<file path="src/rtl/ui_bus_arbiter_if.sv">
// Bundle of requester-side and UiController-side signals around ui_bus_arbiter.
// slave = arbiter view, master = requesters plus UiController view.
interface ui_bus_arbiter_if #(
    parameter int DBITS = 32,
    parameter int NREQ  = 2
) ();
    logic [NREQ-1:0]       req;
    logic [NREQ-1:0]       wr;
    logic [2*NREQ-1:0]     dev;
    logic [DBITS*NREQ-1:0] wdata;
    logic [NREQ-1:0]       gnt;
    logic [NREQ-1:0]       done;
    logic                  err;
    logic [DBITS-1:0]      rdata;
    logic                  busy;
    logic [1:0]            ui_device;
    logic                  ui_wrtEn;
    logic [DBITS-1:0]      ui_in;
    logic [DBITS-1:0]      ui_out;

    modport slave (
        input  req, wr, dev, wdata, ui_out,
        output gnt, done, err, rdata, busy, ui_device, ui_wrtEn, ui_in
    );

    modport master (
        output req, wr, dev, wdata, ui_out,
        input  gnt, done, err, rdata, busy, ui_device, ui_wrtEn, ui_in
    );
endinterface

</file>
<file path="src/rtl/ui_bus_arbiter.sv">
// Round-robin arbiter sharing the single UiController port among NREQ requesters;
// each grant performs one fixed IDLE -> ACCESS -> RESP transaction.
module ui_bus_arbiter #(
    parameter int DBITS = 32,
    parameter int NREQ  = 2
) (
    input  logic             clk,
    input  logic             reset,
    ui_bus_arbiter_if.slave  bus
);
    localparam int          IW = (NREQ > 1) ? $clog2(NREQ) : 1;
    localparam int unsigned NR = NREQ;

    localparam logic [1:0] UI_KEY  = 2'd0;
    localparam logic [1:0] UI_SW   = 2'd1;
    localparam logic [1:0] UI_LEDR = 2'd2;
    localparam logic [1:0] UI_HEX  = 2'd3;

    typedef enum logic [1:0] {IDLE, ACCESS, RESP} state_t;

    state_t           state_q, state_d;
    logic [IW-1:0]    ptr_q, ptr_d;
    logic [IW-1:0]    win_q, win_d;
    logic             wr_q, wr_d;
    logic             err_q, err_d;
    logic [1:0]       dev_q, dev_d;
    logic [DBITS-1:0] wdata_q, wdata_d;
    logic [DBITS-1:0] rdata_q, rdata_d;

    logic [IW-1:0]    pick;
    logic [IW-1:0]    cand;
    logic             any_req;
    logic             ro_dev;

    // Search starts one past the last winner so every requester gets a turn.
    always_comb begin
        pick    = ptr_q;
        cand    = ptr_q;
        any_req = 1'b0;
        for (int unsigned i = 1; i <= NR; i++) begin
            cand = IW'((32'(ptr_q) + i) % NR);
            if (!any_req && bus.req[cand]) begin
                any_req = 1'b1;
                pick    = cand;
            end
        end
    end

    always_ff @(posedge clk or negedge reset) begin
        if (!reset) begin
            state_q <= IDLE;
            ptr_q   <= IW'(NREQ - 1);
            win_q   <= '0;
            wr_q    <= 1'b0;
            err_q   <= 1'b0;
            dev_q   <= UI_KEY;
            wdata_q <= '0;
            rdata_q <= '0;
        end else begin
            state_q <= state_d;
            ptr_q   <= ptr_d;
            win_q   <= win_d;
            wr_q    <= wr_d;
            err_q   <= err_d;
            dev_q   <= dev_d;
            wdata_q <= wdata_d;
            rdata_q <= rdata_d;
        end
    end

    always_comb begin
        state_d = state_q;
        ptr_d   = ptr_q;
        win_d   = win_q;
        wr_d    = wr_q;
        err_d   = err_q;
        dev_d   = dev_q;
        wdata_d = wdata_q;
        rdata_d = rdata_q;
        case (state_q)
            IDLE: begin
                if (any_req) begin
                    state_d = ACCESS;
                    win_d   = pick;
                    wr_d    = bus.wr[pick];
                    dev_d   = bus.dev[2*int'(pick) +: 2];
                    wdata_d = bus.wdata[DBITS*int'(pick) +: DBITS];
                    err_d   = bus.wr[pick] &&
                              (bus.dev[2*int'(pick) +: 2] == UI_KEY ||
                               bus.dev[2*int'(pick) +: 2] == UI_SW);
                end
            end
            ACCESS: begin
                rdata_d = bus.ui_out;
                state_d = RESP;
            end
            RESP: begin
                ptr_d   = win_q;
                state_d = IDLE;
            end
            default: state_d = IDLE;
        endcase
    end

    assign ro_dev = (dev_q == UI_KEY) || (dev_q == UI_SW);

    // ui_device/ui_in come straight from the captured operands, so they hold between transactions.
    always_comb begin
        bus.gnt       = '0;
        bus.done      = '0;
        bus.err       = 1'b0;
        bus.busy      = (state_q != IDLE);
        bus.rdata     = rdata_q;
        bus.ui_device = dev_q;
        bus.ui_in     = wdata_q;
        bus.ui_wrtEn  = 1'b0;
        case (state_q)
            ACCESS: begin
                bus.gnt[win_q] = 1'b1;
                bus.ui_wrtEn   = wr_q && !ro_dev;
            end
            RESP: begin
                bus.gnt[win_q]  = 1'b1;
                bus.done[win_q] = 1'b1;
                bus.err         = err_q;
            end
            default: ;
        endcase
    end
endmodule

</file>
<file path="src/flat_wrapper.sv">
// flat-port wrapper written by rule: the top's interface ports become plain ports
module ui_bus_arbiter_flat 
#(
    parameter int DBITS = 32,
    parameter int NREQ  = 2
)
  (clk, reset, bus_req, bus_wr, bus_dev, bus_wdata, bus_ui_out, bus_gnt, bus_done, bus_err, bus_rdata, bus_busy, bus_ui_device, bus_ui_wrtEn, bus_ui_in);
  ui_bus_arbiter_if #(.DBITS(DBITS), .NREQ(NREQ)) bus_i ();
  input  logic clk;
  input  logic reset;
  input wire logic [$bits(bus_i.req)-1:0] bus_req;
  input wire logic [$bits(bus_i.wr)-1:0] bus_wr;
  input wire logic [$bits(bus_i.dev)-1:0] bus_dev;
  input wire logic [$bits(bus_i.wdata)-1:0] bus_wdata;
  input wire logic [$bits(bus_i.ui_out)-1:0] bus_ui_out;
  output wire logic [$bits(bus_i.gnt)-1:0] bus_gnt;
  output wire logic [$bits(bus_i.done)-1:0] bus_done;
  output wire logic [$bits(bus_i.err)-1:0] bus_err;
  output wire logic [$bits(bus_i.rdata)-1:0] bus_rdata;
  output wire logic [$bits(bus_i.busy)-1:0] bus_busy;
  output wire logic [$bits(bus_i.ui_device)-1:0] bus_ui_device;
  output wire logic [$bits(bus_i.ui_wrtEn)-1:0] bus_ui_wrtEn;
  output wire logic [$bits(bus_i.ui_in)-1:0] bus_ui_in;
  assign bus_i.req = bus_req;
  assign bus_i.wr = bus_wr;
  assign bus_i.dev = bus_dev;
  assign bus_i.wdata = bus_wdata;
  assign bus_i.ui_out = bus_ui_out;
  assign bus_gnt = bus_i.gnt;
  assign bus_done = bus_i.done;
  assign bus_err = bus_i.err;
  assign bus_rdata = bus_i.rdata;
  assign bus_busy = bus_i.busy;
  assign bus_ui_device = bus_i.ui_device;
  assign bus_ui_wrtEn = bus_i.ui_wrtEn;
  assign bus_ui_in = bus_i.ui_in;
  ui_bus_arbiter #(.DBITS(DBITS), .NREQ(NREQ)) u_core (.clk(clk), .reset(reset), .bus(bus_i));
endmodule
</file>
<file path="config.mk">
export PLATFORM = sky130hd
export DESIGN_NAME = ui_bus_arbiter_flat
export DESIGN_NICKNAME = d
export VERILOG_FILES = /design/src/rtl/ui_bus_arbiter_if.sv /design/src/rtl/ui_bus_arbiter.sv /design/src/flat_wrapper.sv
export SDC_FILE = /design/constraint.sdc
export NUM_CORES = 1
export LEC_CHECK = 0
export BUFFER_PORTS_ARGS = -buffer_cell sky130_fd_sc_hd__buf_4
export CAP_MARGIN = 10
export CORE_ASPECT_RATIO = 0.5
export CORE_MARGIN = 2
export CORE_UTILIZATION = 40
export CTS_CLUSTER_SIZE = 20
export DETAILED_ROUTE_END_ITERATION = 8
export PLACE_DENSITY = 0.79
export SLEW_MARGIN = 10
export SYNTH_ARGS = -nofsm -noshare
export SYNTH_HDL_FRONTEND = slang
export SYNTH_SLANG_ARGS = --single-unit
</file>
<file path="constraint.sdc">
create_clock -name clk -period 1.45 [get_ports clk]
set_input_delay 0.145 -clock clk [delete_from_list [all_inputs] [get_ports clk]]
set_output_delay 0.145 -clock clk [all_outputs]
set_load 0.005 [all_outputs]
</file>
* Word level (Yosys, flattened, before mapping)
Index checks and enable logic that the tools add are counted.
** Cells by class
- Shift operators :: 2
- Eq/ne operators :: 5
- Multiplexer cells :: 18
- Reductions and logical operators :: 14
- Magnitude comparators :: 5
- Add/sub/neg operators :: 2
** Operators with widths (count)
- variable part select 64 x 7 -> 32 bit :: 1
- two-way mux 1 bit :: 13
- less-than comparator 1 x 2 -> 1 bit (second input constant) :: 4
- == test 2 x 1 -> 1 bit (second input constant) :: 3
- zero test 2 bit :: 3
- two-way mux 2 bit :: 3
- logical AND 1 bit :: 4
- case mux 2 bit (2 select lines) :: 1
- variable part select 4 x 3 -> 2 bit :: 1
- adder 1 bit (second input constant) :: 2
- == test 2 bit (second input constant) :: 1
- zero test 1 bit :: 2
- logical OR 1 bit :: 2
- != test 2 x 1 -> 1 bit (second input constant) :: 1
- AND reduction 2 bit :: 1
- nonzero test 2 bit :: 1
- OR reduction 2 bit :: 1
- demux 1 bit (select 1 bit) :: 1
- greater-or-equal comparator 1 bit (second input constant) :: 1
** Storage, ports and cells
- Register bits :: 72
- Input bits :: 106
- Word-level logic and storage cells :: 54
- Output and inout bits :: 73

* Depth between registers and ports, before layout
- Depth in word-level cells :: 11
- Mapped depth :: 7
- Depth with buffers taken out :: 5

* Worst setup path before layout
Ideal clock, no wire load.
- Path kind :: register to register
- From :: register u_core.state_q[0]
- To :: register u_core.state_q[1]
- Path buffers :: 0
- Path slack :: 61 ps
- Arrival :: 1264 ps
- Data required time :: 1325 ps
- Library setup time :: 125 ps
- Clock period less this slack :: 1389 ps
- Stages on the path, launching flop included :: 6
- Cells stage by stage :: dfrtp_1 > inv_1 > ha_1 > inv_1 > or3_1 > mux2_2
** On the way
- Cells in the longest elaborated chain, start to end :: 2
- Elaborated cells on any way between the ends :: 4
- Classes of those cells :: eq/ne (2); mux (1); reduce/logical (1)
** RTL lines
- from (decl) :: RTL line ui_bus_arbiter.sv:21 : state_t state_q, state_d;
- from (signal assigned) :: RTL line ui_bus_arbiter.sv:60 : state_q <= state_d;
- == test 2 x 1 -> 1 bit or zero test 2 bit (tied branches) :: RTL line ui_bus_arbiter.sv:80 : case (state_q)
- case mux 2 bit (2 select lines) or != test 2 x 1 -> 1 bit (tied branches)
Several ways; a longest one is shown, not always the timed one.
A chain may end at the register's enable or synchronous reset.

* Worst setup path in the final report
- From :: register u_core.state_q[0]
- To :: output bus_ui_wrtEn
** On the way
- Cells in the longest elaborated chain, start to end :: 2
** RTL lines
- == test 2 x 1 -> 1 bit :: RTL line ui_bus_arbiter.sv:117 : case (state_q)
- two-way mux 1 bit :: RTL line ui_bus_arbiter.sv:117
- to (decl) :: RTL line flat_wrapper.sv:22 : output wire logic [$bits(bus_i.ui_wrtEn)-1:0] bus_ui_wrtEn;
Every way passes these cells.

==> impl_metrics.ini <==
[place]
port_buffers = 178
place_congestion = 0.812
dp_hpwl_mm = 6.59
place_ws_ns = 0.00480

[clock_tree]
ctsHtreeMaxLevel = 3
cts.sinks = 72
numCtsBuffers = 9
clkTransAtPathRegs_ns = 0.06
cts.path.max_buffers = 2
clock-root-buffer = clkbuf_16
insertion_delay_ns = 0.32
cts_tree = built

[setup_path]
r2r-start = u_core.state_q[0]
cp_slowest_cell = dfrtp_2
reg2regPathDepth = 5
worstPathArrival_ns = 1.37
crit_path_start_kind = flop
crit-reg2reg-capture = u_core.state_q[1]
cp_cell_sequence = ha_4, buf_12, and3_4, buf_6
crit_required_ns = 1.31
reg2reg_setup_slack_ns = 0
end_kind = output pin
critPathLaunch = u_core.state_q[0]
cp_max_fo = 3
cpPeakStageDelay_ns = 0.45
crit_end = bus_ui_wrtEn
path_class = reg2out

[sta]
fin_skew_ns = 0.00517
setup_ws_ns = -0.0647
fin_crit_ns = 1.51
hold_violations = 0
slew_headroom_pct = 74.7
tightestPinTransition_ns = 0.380
drv_slew = 0
setup_viol = 3
max_freq_mhz = 660
rsz0062_at_grt = yes
post-route-period-util_pct = 104

[floorplan]
die_y_um = 67.5
die_area_sq_um = 8850
io_pins = 179
core_sq_um = 7910
die_w_um = 131
fp-row-count = 23
initial_utilization_pct = 40.8

[synth]
postSynthCellCount = 300
syn_area_sq_um = 3230
ys_ff_latch = 72
yosys_warnings = 0
syn_area_per_cell_sq_um = 10.8
mappedNetlistNets = 409
seq_area_frac_synth_pct = 55.8
synth.distinct_cells = 23

[power_and_ir_drop]
clockPowerShare_pct = 19.2
p_int_mw = 7.71
ir_drop_mv = 0.956
power.share.switching_pct = 32.9
p_comb_share_pct = 48.6
p_sw_mw = 3.79
power.density_nw_per_um2 = 2210
power.leakage_nw = 2.42
p_seq_share_pct = 32.2

[run_status]
violations = negative setup slack
outcome = finished with violations

[detailed_routing]
vias = 3036
post_drt_wl_per_cell_um = 16.6
viasPerCell = 5.05
ant_nets = 0
drtIter0Drc = 261
drtPass1Iterations = 4
drt_wl_total_mm = 9.96
drc_errors = 0

[layout]
final_nets = 593
syn2layout_area_growth_pct = 61.2
multi_input_area_sq_um = 1310
drive_gt1_share_pct = 53.2
antennaDiodeCount = 0
seqCellArea_sq_um = 1800
fin_util_pct = 65.8
nFillCells = 620

[run]
cap_viol_max_count = 0

[global_routing]
track_usage_pct = 21.6
grt_max_degree = 53
first_global_vias = 2874
overflow = 0
antenna_found_initial = 0
grt_pass1_wl_mm = 14.4

[hold_path]
hold_class = in2reg
==> Yosys cell counts, drive strengths merged <==
cell type | count | area, sq um
a31oi | 36 | 225
and2 | 4 | 25.0
and3 | 1 | 6.26
buf | 26 | 168
dfrtp | 71 | 1780
dfstp | 1 | 26.3
ha | 3 | 37.5
inv | 4 | 15.0
mux2 | 34 | 383
nand2 | 1 | 3.75
nand3 | 36 | 180
nand4b | 1 | 8.76
nor2 | 38 | 145
nor2b | 3 | 18.8
nor3 | 1 | 5.00
o21a | 1 | 8.76
o21ai | 37 | 185
or2 | 1 | 6.26
or3 | 1 | 6.26
==> worst max-delay path: cells and delay by family, from the launching register on <==
kind / cells / cell delay (ns)
DFF: 1 / 0.45
buffers and inverters: 2 / 0.23
adders and majority gates: 1 / 0.20
and+or+nand+nor: 1 / 0.17
==> timing repair <==
| action | CTS | global route |
|---|---|---|
| hold buffers | 1 | 0 |
| resized for setup | 15 | 6 |
| endpoints found under the setup margin | 7 | 48 |
| cloned | 1 | 1 |
| hold endpoints to repair | 21 | 0 |
| pin swaps | 2 | 1 |
| buffers inserted | 3 | 0 |
==> worst min path at each step <==
stage	startpoint	end	slack, ns	cells after the start
2_1_floorplan	reset	u_core.bus.rdata[0]	-0.15	0
3_3_place_gp	reset	u_core.bus.ui_in[27]	0.06	1
3_5_place_dp	reset	u_core.bus.ui_in[13]	0.07	1
4_1_cts	bus_ui_out[11]	u_core.bus.rdata[11]	0.04	2
5_1_grt	bus_ui_out[11]	u_core.bus.rdata[11]	0.04	2
6_report	bus_ui_out[11]	u_core.bus.rdata[11]	0.05	2
==> cell families after synthesis <==
group,count (synthesis),share of synthesized area [%]
AOI/OAI and AO/OA,74,13.0
and+or+nand+nor,87,12.5
buffers and inverters,30,5.65
DFF,72,55.8
adders and majority gates,3,1.16
muxes,34,11.9
==> power groups by stage <==
stage	registers [mW]	clock network, mW	logic, mW
floorplan	3.69	0	2.46
global placement	3.64	0	4.87
detailed placement	3.69	0	5.00
CTS	3.69	2.25	5.40
global route	3.82	2.35	6.04
finish	3.70	2.20	5.59
==> placed cells by master, fill, tap and decap left out, types with 2 or more instances in the layout <==
cell,count
clkbuf_16,10
buf_12,6
buf_4,185
ha_4,3
a31oi_1,36
o21ai_0,16
clkbuf_1,2
clkbuf_8,2
nor2_1,37
dfrtp_1,70
and2_1,3
mux2_2,34
nor2b_4,2
o21ai_1,21
inv_2,2
nand3_1,36
clkinv_2,2
buf_6,5
==> area by class of cell <==
| cell class | instances | area share, % |
|---|---|---|
| multi-input cells | 198 | 25.2 |
| clock buffers | 13 | 5.00 |
| flip-flops and latches | 72 | 34.7 |
| repair buffers | 199 | 31.4 |
| clock inverters | 3 | 0.769 |
| well taps | 112 | 2.69 |
| inverters | 4 | 0.336 |
==> sequential cells by signal, summed over array words and instances (netlist names) <==
name	cells
u_core.bus.rdata	32
u_core.bus.ui_in	32
u_core.bus.ui_device	2
u_core.state_q	2
u_core.err_q	1
u_core.ptr_q	1
u_core.win_q	1
u_core.wr_q	1
==> per-stage QoR <==
| step | std cells | area, sq um | total power [mW] | hold slack, ns | TNS, ns |
|---|---|---|---|---|---|
| final | 601 | 5210 | 11.5 | 0.0507 | -0.105 |
| after global routing | 601 | 5210 | 12.2 | 0.0373 | -0.332 |
| after CTS | 600 | 5160 | 11.3 | 0.0371 | -0.161 |
| after detailed placement | 579 | 4730 | 8.69 | 0.0655 | 0 |
| after global placement | 579 | 4730 | 8.51 | 0.0600 | 0 |
| after floorplan | 300 | 3230 | 6.15 | -0.151 | 0 |
==> metal layers <==
metal  track usage, %  routed length, um  up-vias  share of wire, %
met4             7.58                165        0               1.7
met1             27.0               4020     1473                40
met2             38.2               5310      106                53
met5                0                  0        -                 0
met3             3.96                471       18               4.7
li1                 -                  -     1439                 -
(Power assumes the default switching activity.)
